## config.mk

```make
export PLATFORM = sky130hd
export DESIGN_NAME = output_driver_config_sequencer
export DESIGN_NICKNAME = d
export VERILOG_FILES = /design/src/rtl/output_driver_pkg.sv /design/src/rtl/output_driver_config_sequencer_rr_arbiter2.sv /design/src/rtl/output_driver_config_sequencer.sv
export SDC_FILE = /design/constraint.sdc
export NUM_CORES = 1
export LEC_CHECK = 0
export ABC_AREA = 1
export CORE_MARGIN = 1
export CORE_UTILIZATION = 40
export DETAILED_ROUTE_END_ITERATION = 6
export DONT_BUFFER_PORTS = 1
export GPL_ROUTABILITY_DRIVEN = 0
export HOLD_SLACK_MARGIN = 0.02
export PLACE_DENSITY = 0.67
export SETUP_SLACK_MARGIN = 0.3
export SKIP_LAST_GASP = 1
export SLEW_MARGIN = 20
export SYNTH_ARGS = -nofsm -noshare
export SYNTH_HDL_FRONTEND = slang
export SYNTH_SLANG_ARGS = --single-unit
```

## constraint.sdc

```tcl
create_clock -name sysClk -period 1.7 [get_ports sysClk]
set_clock_uncertainty 0.1 [all_clocks]
set_input_delay 0.17 -clock sysClk [delete_from_list [all_inputs] [get_ports sysClk]]
set_output_delay 0.17 -clock sysClk [all_outputs]
set_load 0.03 [all_outputs]
```

## src/rtl/output_driver_pkg.sv

```systemverilog
// Shared definitions for the outputDriver command protocol: op codes, pulse
// modes, command-word field positions and the sequencer state encoding.
package output_driver_pkg;

  // Command op codes carried in the top two bits of every command word.
  localparam logic [1:0] OP_SET_MODE    = 2'd0;
  localparam logic [1:0] OP_SET_DELAY   = 2'd1;
  localparam logic [1:0] OP_SET_WIDTH   = 2'd2;
  localparam logic [1:0] OP_SET_PATTERN = 2'd3;

  // Pulse modes understood by the outputDriver.
  localparam logic [1:0] M_DISABLED       = 2'd0;
  localparam logic [1:0] M_PULSE          = 2'd1;
  localparam logic [1:0] M_PATTERN_SINGLE = 2'd2;
  localparam logic [1:0] M_PATTERN_LOOP   = 2'd3;

  // Command-word field positions.
  localparam int CMD_WORD_WIDTH = 32;
  localparam int OP_MSB         = 31;
  localparam int OP_LSB         = 30;
  localparam int PAYLOAD_WIDTH  = 30;
  localparam int MODE_MSB       = 1;
  localparam int MODE_LSB       = 0;

  // Sequencer states; see the table in output_driver_config_sequencer.
  typedef enum logic [2:0] {
    IDLE     = 3'd0,
    WR_DELAY = 3'd1,
    WR_WIDTH = 3'd2,
    WR_MODE  = 3'd3,
    HOLDOFF  = 3'd4
  } seqState_t;

  // Round-robin pointer: which requester wins the next tie.
  typedef enum logic {
    PTR_A = 1'b0,
    PTR_B = 1'b1
  } rrPtr_t;

  // Builds a command word from an op code and a zero-extended payload.
  function automatic logic [CMD_WORD_WIDTH-1:0] makeCmdWord(
    input logic [1:0]               op,
    input logic [PAYLOAD_WIDTH-1:0] payload
  );
    logic [CMD_WORD_WIDTH-1:0] word;
    word                 = '0;
    word[OP_MSB:OP_LSB]  = op;
    word[PAYLOAD_WIDTH-1:0] = payload;
    return word;
  endfunction

  // Mode word: op code plus the two mode bits, everything else zero.
  function automatic logic [CMD_WORD_WIDTH-1:0] makeModeWord(
    input logic [1:0] mode
  );
    logic [CMD_WORD_WIDTH-1:0] word;
    word                    = '0;
    word[OP_MSB:OP_LSB]     = OP_SET_MODE;
    word[MODE_MSB:MODE_LSB] = mode;
    return word;
  endfunction

endpackage

```

## src/rtl/output_driver_config_sequencer_rr_arbiter2.sv

```systemverilog
// Two-way round-robin arbiter. Readies are combinational; the pointer only
// moves when both requesters compete, so a lone requester never steals the
// next tie from the other side.
module rr_arbiter2
  import output_driver_pkg::*;
(
  input  logic sysClk,
  input  logic sysRst_n,
  input  logic enable,
  input  logic aValid,
  input  logic bValid,
  output logic aReady,
  output logic bReady
);

  rrPtr_t ptr;

  // Grant: a single valid side wins outright, a tie goes to the pointer side.
  always_comb begin
    aReady = enable && aValid && (!bValid || (ptr == PTR_A));
    bReady = enable && bValid && (!aValid || (ptr == PTR_B));
  end

  // Pointer hand-over after each contested grant.
  always_ff @(posedge sysClk or negedge sysRst_n) begin
    if (!sysRst_n) begin
      ptr <= PTR_A;
    end else if (enable && aValid && bValid) begin
      ptr <= (ptr == PTR_A) ? PTR_B : PTR_A;
    end
  end

endmodule

```

## src/rtl/output_driver_config_sequencer.sv

```systemverilog
// Serialises pulse-configuration requests from two requesters into the
// three-word outputDriver command protocol (delay, width, mode) on a shared
// 32-bit bus with a per-channel strobe. The mode word goes last because it
// fires the driver's domain-crossing toggle; the holdoff that follows gives
// the EVR domain time to absorb the update.
//
//   state    | meaning
//   ---------+------------------------------------------------------------
//   IDLE     | arbitrate, accept and latch a request
//   WR_DELAY | delay word on gpioOut, strobe asserted
//   WR_WIDTH | width word on gpioOut, strobe asserted
//   WR_MODE  | mode word on gpioOut, strobe asserted
//   HOLDOFF  | strobes low, gpioOut holds the mode word, count down
module output_driver_config_sequencer
  import output_driver_pkg::*;
#(
  parameter int CHANNEL_COUNT      = 8,
  parameter int CHANNEL_SEL_WIDTH  = 3,
  parameter int SERDES_WIDTH       = 4,
  parameter int COARSE_DELAY_WIDTH = 22,
  parameter int COARSE_WIDTH_WIDTH = 20,
  parameter int HOLDOFF_CYCLES     = 16
) (
  input  logic                                       sysClk,
  input  logic                                       sysRst_n,
  input  logic                                       aValid,
  output logic                                       aReady,
  input  logic [CHANNEL_SEL_WIDTH-1:0]               aChannel,
  input  logic [1:0]                                 aMode,
  input  logic [COARSE_DELAY_WIDTH+SERDES_WIDTH-1:0] aDelayInfo,
  input  logic [COARSE_WIDTH_WIDTH+SERDES_WIDTH-1:0] aWidthInfo,
  input  logic                                       bValid,
  output logic                                       bReady,
  input  logic [CHANNEL_SEL_WIDTH-1:0]               bChannel,
  input  logic [1:0]                                 bMode,
  input  logic [COARSE_DELAY_WIDTH+SERDES_WIDTH-1:0] bDelayInfo,
  input  logic [COARSE_WIDTH_WIDTH+SERDES_WIDTH-1:0] bWidthInfo,
  output logic [CHANNEL_COUNT-1:0]                   csrStrobe,
  output logic [31:0]                                gpioOut,
  output logic                                       busy,
  output logic                                       badChannel
);

  localparam int DELAY_INFO_W = COARSE_DELAY_WIDTH + SERDES_WIDTH;
  localparam int WIDTH_INFO_W = COARSE_WIDTH_WIDTH + SERDES_WIDTH;
  localparam int HOLD_CNT_W   = $clog2(HOLDOFF_CYCLES + 1);

  localparam logic [HOLD_CNT_W-1:0]        HOLD_LOAD  = HOLD_CNT_W'(HOLDOFF_CYCLES - 1);
  localparam logic [CHANNEL_SEL_WIDTH:0]   CH_LIMIT   = (CHANNEL_SEL_WIDTH + 1)'(CHANNEL_COUNT);
  localparam logic [CHANNEL_COUNT-1:0]     STROBE_ONE = CHANNEL_COUNT'(1);

  seqState_t                 state;
  logic [HOLD_CNT_W-1:0]     holdCnt;
  logic [WIDTH_INFO_W-1:0]   reqWidth;
  logic [1:0]                reqMode;

  logic                         arbEnable;
  logic                         accept;
  logic [CHANNEL_SEL_WIDTH-1:0] selChannel;
  logic [1:0]                   selMode;
  logic [DELAY_INFO_W-1:0]      selDelay;
  logic [WIDTH_INFO_W-1:0]      selWidth;
  logic                         chanBad;
  logic [CHANNEL_COUNT-1:0]     chanOneHot;

  // Arbitration is only open while the sequencer is idle.
  assign arbEnable = (state == IDLE);

  rr_arbiter2 uArbiter (
    .sysClk   (sysClk),
    .sysRst_n (sysRst_n),
    .enable   (arbEnable),
    .aValid   (aValid),
    .bValid   (bValid),
    .aReady   (aReady),
    .bReady   (bReady)
  );

  // Select the granted requester's fields and classify its channel.
  always_comb begin
    accept     = aReady | bReady;
    selChannel = aReady ? aChannel   : bChannel;
    selMode    = aReady ? aMode      : bMode;
    selDelay   = aReady ? aDelayInfo : bDelayInfo;
    selWidth   = aReady ? aWidthInfo : bWidthInfo;
    chanBad    = ({1'b0, selChannel} >= CH_LIMIT);
    chanOneHot = STROBE_ONE << selChannel;
  end

  // Sequencer FSM with registered bus, strobe and status outputs. The delay
  // word is launched straight from the accepted request so it appears in the
  // first cycle after accept; width and mode come from the latched copy.
  always_ff @(posedge sysClk or negedge sysRst_n) begin
    if (!sysRst_n) begin
      state      <= IDLE;
      holdCnt    <= '0;
      reqWidth   <= '0;
      reqMode    <= M_DISABLED;
      csrStrobe  <= '0;
      gpioOut    <= '0;
      busy       <= 1'b0;
      badChannel <= 1'b0;
    end else begin
      badChannel <= 1'b0;
      case (state)
        IDLE: begin
          if (accept) begin
            reqWidth <= selWidth;
            reqMode  <= selMode;
            if (chanBad) begin
              // Request is consumed but never reaches a driver.
              badChannel <= 1'b1;
            end else begin
              state     <= WR_DELAY;
              busy      <= 1'b1;
              csrStrobe <= chanOneHot;
              gpioOut   <= makeCmdWord(OP_SET_DELAY, PAYLOAD_WIDTH'(selDelay));
            end
          end
        end
        WR_DELAY: begin
          state   <= WR_WIDTH;
          gpioOut <= makeCmdWord(OP_SET_WIDTH, PAYLOAD_WIDTH'(reqWidth));
        end
        WR_WIDTH: begin
          state   <= WR_MODE;
          gpioOut <= makeModeWord(reqMode);
        end
        WR_MODE: begin
          state     <= HOLDOFF;
          csrStrobe <= '0;
          holdCnt   <= HOLD_LOAD;
        end
        HOLDOFF: begin
          if (holdCnt == '0) begin
            state <= IDLE;
            busy  <= 1'b0;
          end else begin
            holdCnt <= holdCnt - 1'b1;
          end
        end
        default: begin
          state     <= IDLE;
          busy      <= 1'b0;
          csrStrobe <= '0;
        end
      endcase
    end
  end

endmodule
```

Word level (Yosys, flattened, before mapping)
Index checks and enable logic that the tools add are counted.

operators by class
  add/sub/neg operators = 1
  shifts and indexed selects = 1
  muxes and demuxes = 17
  reduce and logical (&&, ||, !) cells = 21
  bitwise gates (word level) = 4
  eq/ne operators = 7

operators by type and width
  kind                 count
  $pmux 32 s3          1
  $mux 32              1
  $mux 26              1
  $mux 24              1
  $pmux 8 s2           1
  $pmux 3 s5           1
  $pmux 5 s2           1
  $reduce_and 2->1     5
  $mux 3               3
  $mux 8               1
  $shl 1x3->8 const A  1
  $eq 3x2->1 const B   2
  $ne 2x2->1 const B   3
  $reduce_or 3->1      2
  $logic_and 1x1->1    5
  $logic_not 5->1      1
  $mux 5               1
  $sub 5x1->5 const B  1
  $eq 3x1->1 const B   1
  $eq 3x3->1 const B   1
  $logic_not 3->1      1
  $mux 1               3
  $not 1->1            3
  $pmux 1 s3           1
  7 further kinds      9

storage, ports and cells
  input bits = 114
  bits in registers = 76
  word-level logic and storage cells = 59

Depth between registers and ports, before layout
Gate-level depths: netlist of run 1.

  word-level depth = 7
  gate-level depth with buffers = 10
  gate-level depth less buffers = 9

By module
A second synthesis of run 1 with hierarchy kept.

second synthesis, totals
  cell total of the unflattened synthesis = 531
  area, all modules = 4086.4 µm²

modules (own cells, without submodules)
  module                          cells each  seq. area each (µm²)  area each (µm²)  instances
  output_driver_config_sequencer  521         1776.7                4021.4           1
  rr_arbiter2                     10          25.0                  65.1             1

Worst setup path before layout of run 1
OpenSTA, ideal clock, no wires.

  kind = register to register
  start = register state[0]
  end = register gpioOut[10]
  setup time = 117 ps
  stages on the path, launching flop included = 10
  slack = 114 ps
  data required time = 1483 ps
  buffers on the path = 1
  arrival time = 1368 ps
  cell sequence = dfrtp_1 > inv_2 > nand2_2 > nor2_2 > nand3_2 > nand2_2 > inv_2 > buf_6 > nor2_1 > nor2_1

on the way
  cells in the longest elaborated chain, start to end = 6

ends and longest elaborated chain
  item                                                      RTL line                                                                                            text
  start, declared                                           output_driver_config_sequencer.sv:52                                                                seqState_t state;
  start signal, assigned                                    output_driver_config_sequencer.sv:95                                                                state <= IDLE;
  start signal, assigned                                    output_driver_config_sequencer.sv:114                                                               state <= WR_DELAY;
  start signal, assigned                                    output_driver_config_sequencer.sv:122                                                               state <= WR_WIDTH;
  $logic_not 3->1                                           output_driver_config_sequencer.sv:67, output_driver_config_sequencer.sv:105
  $logic_and 1x1->1, on equally long branches (2 in a row)  output_driver_config_sequencer_rr_arbiter2.sv:20, output_driver_config_sequencer_rr_arbiter2.sv:21
  $mux 26 / $or 1x1->1 (equally long branches)              output_driver_config_sequencer.sv:84, output_driver_config_sequencer.sv:81
  $mux 32 / $ne 2x2->1 (equally long branches)              n/a
  $pmux 32 s3 / $reduce_and 2->1 (equally long branches)    n/a
  end signal, assigned                                      output_driver_config_sequencer.sv:117                                                               gpioOut <= makeCmdWord(OP_SET_DELAY, PAYLOAD_WIDTH'(selDelay));
  end signal, assigned                                      output_driver_config_sequencer.sv:123                                                               gpioOut <= makeCmdWord(OP_SET_WIDTH, PAYLOAD_WIDTH'(reqWidth));
  end signal, assigned                                      output_driver_config_sequencer.sv:127                                                               gpioOut <= makeModeWord(reqMode);
  end, declared                                             output_driver_config_sequencer.sv:39                                                                output logic [31:0] gpioOut,

Parallel ways exist; a longest one is shown, timed or not. The select of a mux whose other input is x is not followed.
A chain may end at the register's enable or synchronous reset.

Worst setup path after layout of run 1
  start = register state[2]
  end = output aReady

on the way
  cells in the longest elaborated chain, start to end = 3

ends and longest elaborated chain
  item                            RTL line                                          text
  $logic_not 3->1                 output_driver_config_sequencer.sv:67              assign arbEnable = (state == IDLE);
  $logic_and 1x1->1 (2 in a row)  output_driver_config_sequencer_rr_arbiter2.sv:20  aReady = enable && aValid && (!bValid || (ptr == PTR_A));
  end, declared                   output_driver_config_sequencer.sv:27              output logic aReady,

No other way between the ends.

==> results of run 1 <==
==> per-stage QoR <==
step,util [%],hold slack (ns)
floorplan,-,-0.226
global placement,43.6,-0.222
detailed placement,43.6,-0.223
CTS,56.9,-0.603
global route,61.3,-0.610
finish,61.3,-0.579
==> what timing repair did <==
item | in CTS | in global routing
setup endpoints to repair | 72 | 73
gates cloned | 4 | 5
pin swaps | 22 | 24
hold endpoints to repair | 117 | 73
setup buffers | 10 | 10
resized for setup | 66 | 56
==> metal layers <==
metal  share of wire (%)  track usage, %  wire, microns  up-vias
li1                    -               -              -     1992
met1                  40            28.8           5230     1936
met2                  51            42.6           6620      162
met3                 6.8            4.58            880       32
met4                 2.3            7.91            297        0
met5                   0               0              0        -
==> power groups by stage <==
stage	clock network, mW	logic [mW]	registers, mW
detailed placement	0	5.14	3.99
global route	1.47	8.06	4.06
CTS	1.40	6.23	3.96
floorplan	0	3.95	3.82
finish	1.37	7.30	3.96
global placement	0	4.99	3.96
==> cells in the mapped netlist <==
| master | n |
|---|---|
| inv_2 | 3 |
| nand2_2 | 5 |
| nand3b_1 | 3 |
| buf_6 | 2 |
| ha_1 | 1 |
| nor2_4 | 1 |
| conb_1 | 1 |
| a21oi_1 | 4 |
| nand4_4 | 1 |
| buf_4 | 11 |
| a31oi_1 | 26 |
| nand3_2 | 1 |
| clkbuf_1 | 2 |
| nor2_1 | 159 |
| o21ai_2 | 1 |
| or2_0 | 2 |
| nand2_1 | 175 |
| dfrtp_1 | 72 |
| inv_1 | 44 |
| nor2_2 | 4 |
| o21ai_1 | 3 |
| o21ai_0 | 7 |
| buf_2 | 17 |
| nor3_1 | 3 |
| nand3_1 | 32 |
==> cells by family after synthesis <==
| logic type | share of synthesized area (%) |
|---|---|
| flip-flops | 45.1 |
| AO/OA/AOI/OAI | 6.04 |
| other | 0.0938 |
| AND/OR/NAND/NOR | 39.1 |
| adder cells (fa/ha/maj) | 0.313 |
| buffers and inverters | 9.36 |
==> cell type report <==
cell class	instances	area, sq um
Fill cell	855	3760
Multi-Input combinational cell	433	2200
Sequential cell	72	1800
Timing Repair Buffer	117	1400
Inverter	47	200
Tap cell	133	166
Clock buffer	10	138
Clock inverter	6	58.8
==> worst max-delay path, stage by stage, from the launching register on <==
cell and delay, ns:
dfrtp_2 0.45, nor2_4 0.15, buf_4 0.12, nand3_2 0.09
nor2_4 0.14, buf_6 0.12, buf_6 0.12
==> cell usage in the layout (no fill, tap or decap), drive strengths merged <==
cell,n
dfrtp,72
nand3,33
a31oi,26
dlygate4sd3,68
nand3b,3
a21oi,4
nor3,3
nand4,1
nor2,164
clkbuf,15
clkinv,5
nand2,180
o21ai,11
ha,1
bufinv,1
conb,5
or2,2
inv,47
buf,44
==> flip-flops by register name (all words and copies together), names as in the netlist <==
register	count
gpioOut	28
reqWidth	24
csrStrobe	8
holdCnt	5
state	3
reqMode	2
busy	1
uArbiter.ptr	1
==> final timing paths <==
path / to / cells after the start / slack (ns) / from
setup / recovery: aReady / 6 / -0.08 / state[2]
hold / removal: state[0] / 0 / -0.58 / sysRst_n
setup reg to reg: gpioOut[3] / 10 / -0.06 / state[2]
hold reg to reg: holdCnt[4] / 2 / 0.41 / holdCnt[4]
max in group asynchronous: reqWidth[9] / 0 / 1.95 / sysRst_n
min in group sysClk: uArbiter.ptr / 3 / -0.02 / aValid
==> impl_metrics.toml, run 1 <==
[power]
sw_frac_of_total_pct = 48.7
max-vdd-ir-drop_mv = 1.03
combPwrFrac_pct = 57.8
clockPowerShare_pct = 10.8
p_int_mw = 6.47
powerDensity_mw_per_mm2 = 2120
power_mw = 12.6
p_leak_nw = 2.91
p_sw_mw = 6.16
power_frac_seq_pct = 31.4

[run_status]
status = "finished with violations"
violations = "hold timing, setup timing"

[place]
port_buffers = 0
placedCellCount = 705
placed_cell_area_sq_mm = 0.00424
dpl_worst_slack_ns = -0.0100
hpwlAfterDp_mm = 7.21

[finish]
drive_above_1_share_pct = 22.3
n_antenna_cell = 0
stdcell_count = 818
syn2layout_area_growth_pct = 49.3
fin_area_sq_mm = 0.00597
num-nets-final = 795

[floorplanning]
initial_utilization_pct = 41.1
die_h_microns = 102
dieArea_sq_mm = 0.0104
core_area_sq_mm = 0.00973
pin_count = 158
rows = 36
dieWidth_microns = 102

[sta]
slew_viol_final = 0
hold_viol = 73
setup-violations-final = 47
rsz0062_at_grt = "yes"
finalWorstSetupSlack_ns = -0.0804
timing.fmax_mhz = 562
period_share_pct = 105
final.min_clock_period_ns = 1.78
holdWs_ns = -0.579
setup_tns_ns = -1.71

[synth]
syn-cell-area_sq_mm = 0.00400
ys_warn_count = 0
yosys.area.top_type_share_pct = 45.1
yosysTopAreaCell = "dfrtp_1"
synthCells = 580
ys_ff_latch = 72
yosysSeqAreaShare_pct = 45.1
avgSynthCellArea_sq_um = 6.89
yosysUniqueCellTypes = 25
ys_top_cells_by_area = "dfrtp_1 45%, nand2_1 16%, nor2_1 15%, inv_1 4.1%, a31oi_1 4.1%"

[clocking]
cts_tree = "built"
numCtsBuffers = 9
cts-root-buf = "clkbuf_8"
cts_buffer_depth = 2
h-tree-depth = 3
cts.sinks = 72
clock_latency_ns = 0.34
clk_pin_slew_ns = 0.08
cts_hold_buf = 68

[worst_setup_path]
startpoint_type = "flop"
arrival_ns = 1.51
crit_fanout = 4
endpoint_kind = "output port"
critical_path_required_ns = 1.43
crit_type = "flop to output port"

[hold_path]
min_path_type = "input port to asynchronous set/reset pin"

[detailed_routing]
wl_mm = 13.0
drc = 0
drtAntennaViolNets = 0
post_drt_wl_per_cell_microns = 15.9
vias = 4122
viasPerCell = 5.04
dr.pass1.iters = 5
dr.first_iter.drc_count = 187

[grt]
grt_max_degree = 73
grt_usage_pct = 23.8
grt_pass1_wl_mm = 18.9
grt_pass1_vias = 3943
grt.overflow.total = 0
antenna_found_initial = 0

[run]
max_cap_viol_count = 0
No activity file was read; power rests on OpenSTA's default activity.
==> inputs of run 2 (changes only) <==
HOLD_SLACK_MARGIN = 0.03   (was 0.02)
==> impl_metrics.toml, run 2 (synthesis results as in run 1) <==
[floorplanning]
rows = 36
dieWidth_microns = 102
pin_count = 158
die_h_microns = 102
initial_utilization_pct = 41.1
core_area_sq_mm = 0.00973
dieArea_sq_mm = 0.0104

[power]
power_mw = 12.2
max-vdd-ir-drop_mv = 1.05
p_leak_nw = 2.87
powerDensity_mw_per_mm2 = 2050

[finish]
drive_above_1_share_pct = 20.7
largest_register_ffs = 28
final_common_cell = "nand2_1"
mostFrequentLayoutCells = "148 x nand2_1, 142 x nor2_1, 76 x dlygate4sd3_1"
num-nets-final = 796
syn2layout_area_growth_pct = 48.5
n_antenna_cell = 0
top_register = "gpioOut"
utilization_pct = 61.0
reg.largest.list = "gpioOut x28, reqWidth x24, csrStrobe x8"

[run_status]
status = "finished with violations"
violations = "hold timing, setup timing"

[worst_setup_path]
crit_type = "flop to flop"
startpoint_type = "flop"
arrival_ns = 1.84
critical_path_required_ns = 1.81
crit_fanout = 7
endpoint_kind = "flop"

[sta]
setup-violations-final = 20
rsz0062_at_grt = "yes"
hold_viol = 73
period_share_pct = 102
timing.fmax_mhz = 579
final.min_clock_period_ns = 1.73
slew_viol_final = 0
holdWs_ns = -0.578
finalWorstSetupSlack_ns = -0.0275

[grt]
antenna_found_initial = 0
grt_pass1_vias = 4027
grt_max_degree = 73
grt.overflow.total = 0
grt_usage_pct = 24.2
grt_pass1_wl_mm = 19.2

[detailed_routing]
dr.pass1.iters = 5
vias = 4110
viasPerCell = 5.02
drc = 0
wl_mm = 12.6
post_drt_wl_per_cell_microns = 15.4
drtAntennaViolNets = 0
dr.first_iter.drc_count = 184

[clocking]
cts.sinks = 72
clk_pin_slew_ns = 0.08
h-tree-depth = 3
clock_latency_ns = 0.34
cts_buffer_depth = 2
cts_tree = "built"
cts-root-buf = "clkbuf_8"
numCtsBuffers = 9

[run]
max_cap_viol_count = 0

[hold_path]
min_path_type = "input port to asynchronous set/reset pin"

[place]
port_buffers = 0
hpwlAfterDp_mm = 7.21
==> run 2: report_power, final <==
group	switching, mW	internal (mW)	leakage, nW	total (mW)
clock	0.666	0.711	0.106	1.38
sequential	1.40	2.56	0.832	3.96
combinational	3.92	2.92	1.93	6.83
total	5.98	6.19	2.87	12.2
==> run 2: cell type report <==
class                      instances  area (sq um)
inverter                          47           196
tap                              133           166
multi-input combinational        433          2220
clock inverter                     6          58.8
fill                             845          3790
clock buffer                      10           138
sequential                        72          1800
timing repair buffer             118          1350
==> run 2: worst paths after layout <==
check,startpoint,to,slack [ns],cells past startpoint
worst max-delay path,state[1],reqWidth[4],-0.03,9
worst min-delay path,sysRst_n,gpioOut[25],-0.58,0
worst max register to register,state[1],reqWidth[4],-0.03,9
worst min register to register,holdCnt[4],holdCnt[4],0.41,2
max in group asynchronous,sysRst_n,state[2],1.92,0
min in group sysClk,aValid,uArbiter.ptr,-0.03,3
==> run 2: metrics by stage <==
step                      instances  instance area [sq um]  hold WS (ns)  setup TNS [ns]  setup slack, ns
final                           819                   5940        -0.578          -0.190          -0.0275
after global routing            819                   5940        -0.607           -4.11           -0.131
after CTS                       810                   5610        -0.603          -0.146          -0.0197
after detailed placement        705                   4240        -0.223         -0.0388          -0.0100
after global placement          705                   4240        -0.222               0           0.0877
after floorplan                 584                   4070        -0.226               0            0.194
==> run 2: critical path, cell delays in order (launching register included) <==
cell	delay, ns
dfrtp_2	0.43
nor2_4	0.14
buf_6	0.11
nand4_4	0.07
buf_12	0.17
buf_12	0.14
buf_12	0.12
clkbuf_16	0.16
nand2_4	0.06
a31oi_1	0.08
==> run 2: layer usage <==
metal  vias to the layer above  share of wire [%]  GRT usage (%)
li1                       1996                  -              -
met1                      1920                 40           28.7
met2                       164                 51           42.9
met3                        30                6.5           4.92
met4                         0                2.3           9.34
met5                         -                  0              0
==> run 2: what timing repair did <==
action / CTS / global route
setup buffers: 10 / 6
pin swaps: 22 / 25
hold buffers: 75 / 1
cloned: 4 / 2
hold endpoints to repair: 123 / 75
setup endpoints to repair: 72 / 73
resized for setup: 66 / 56
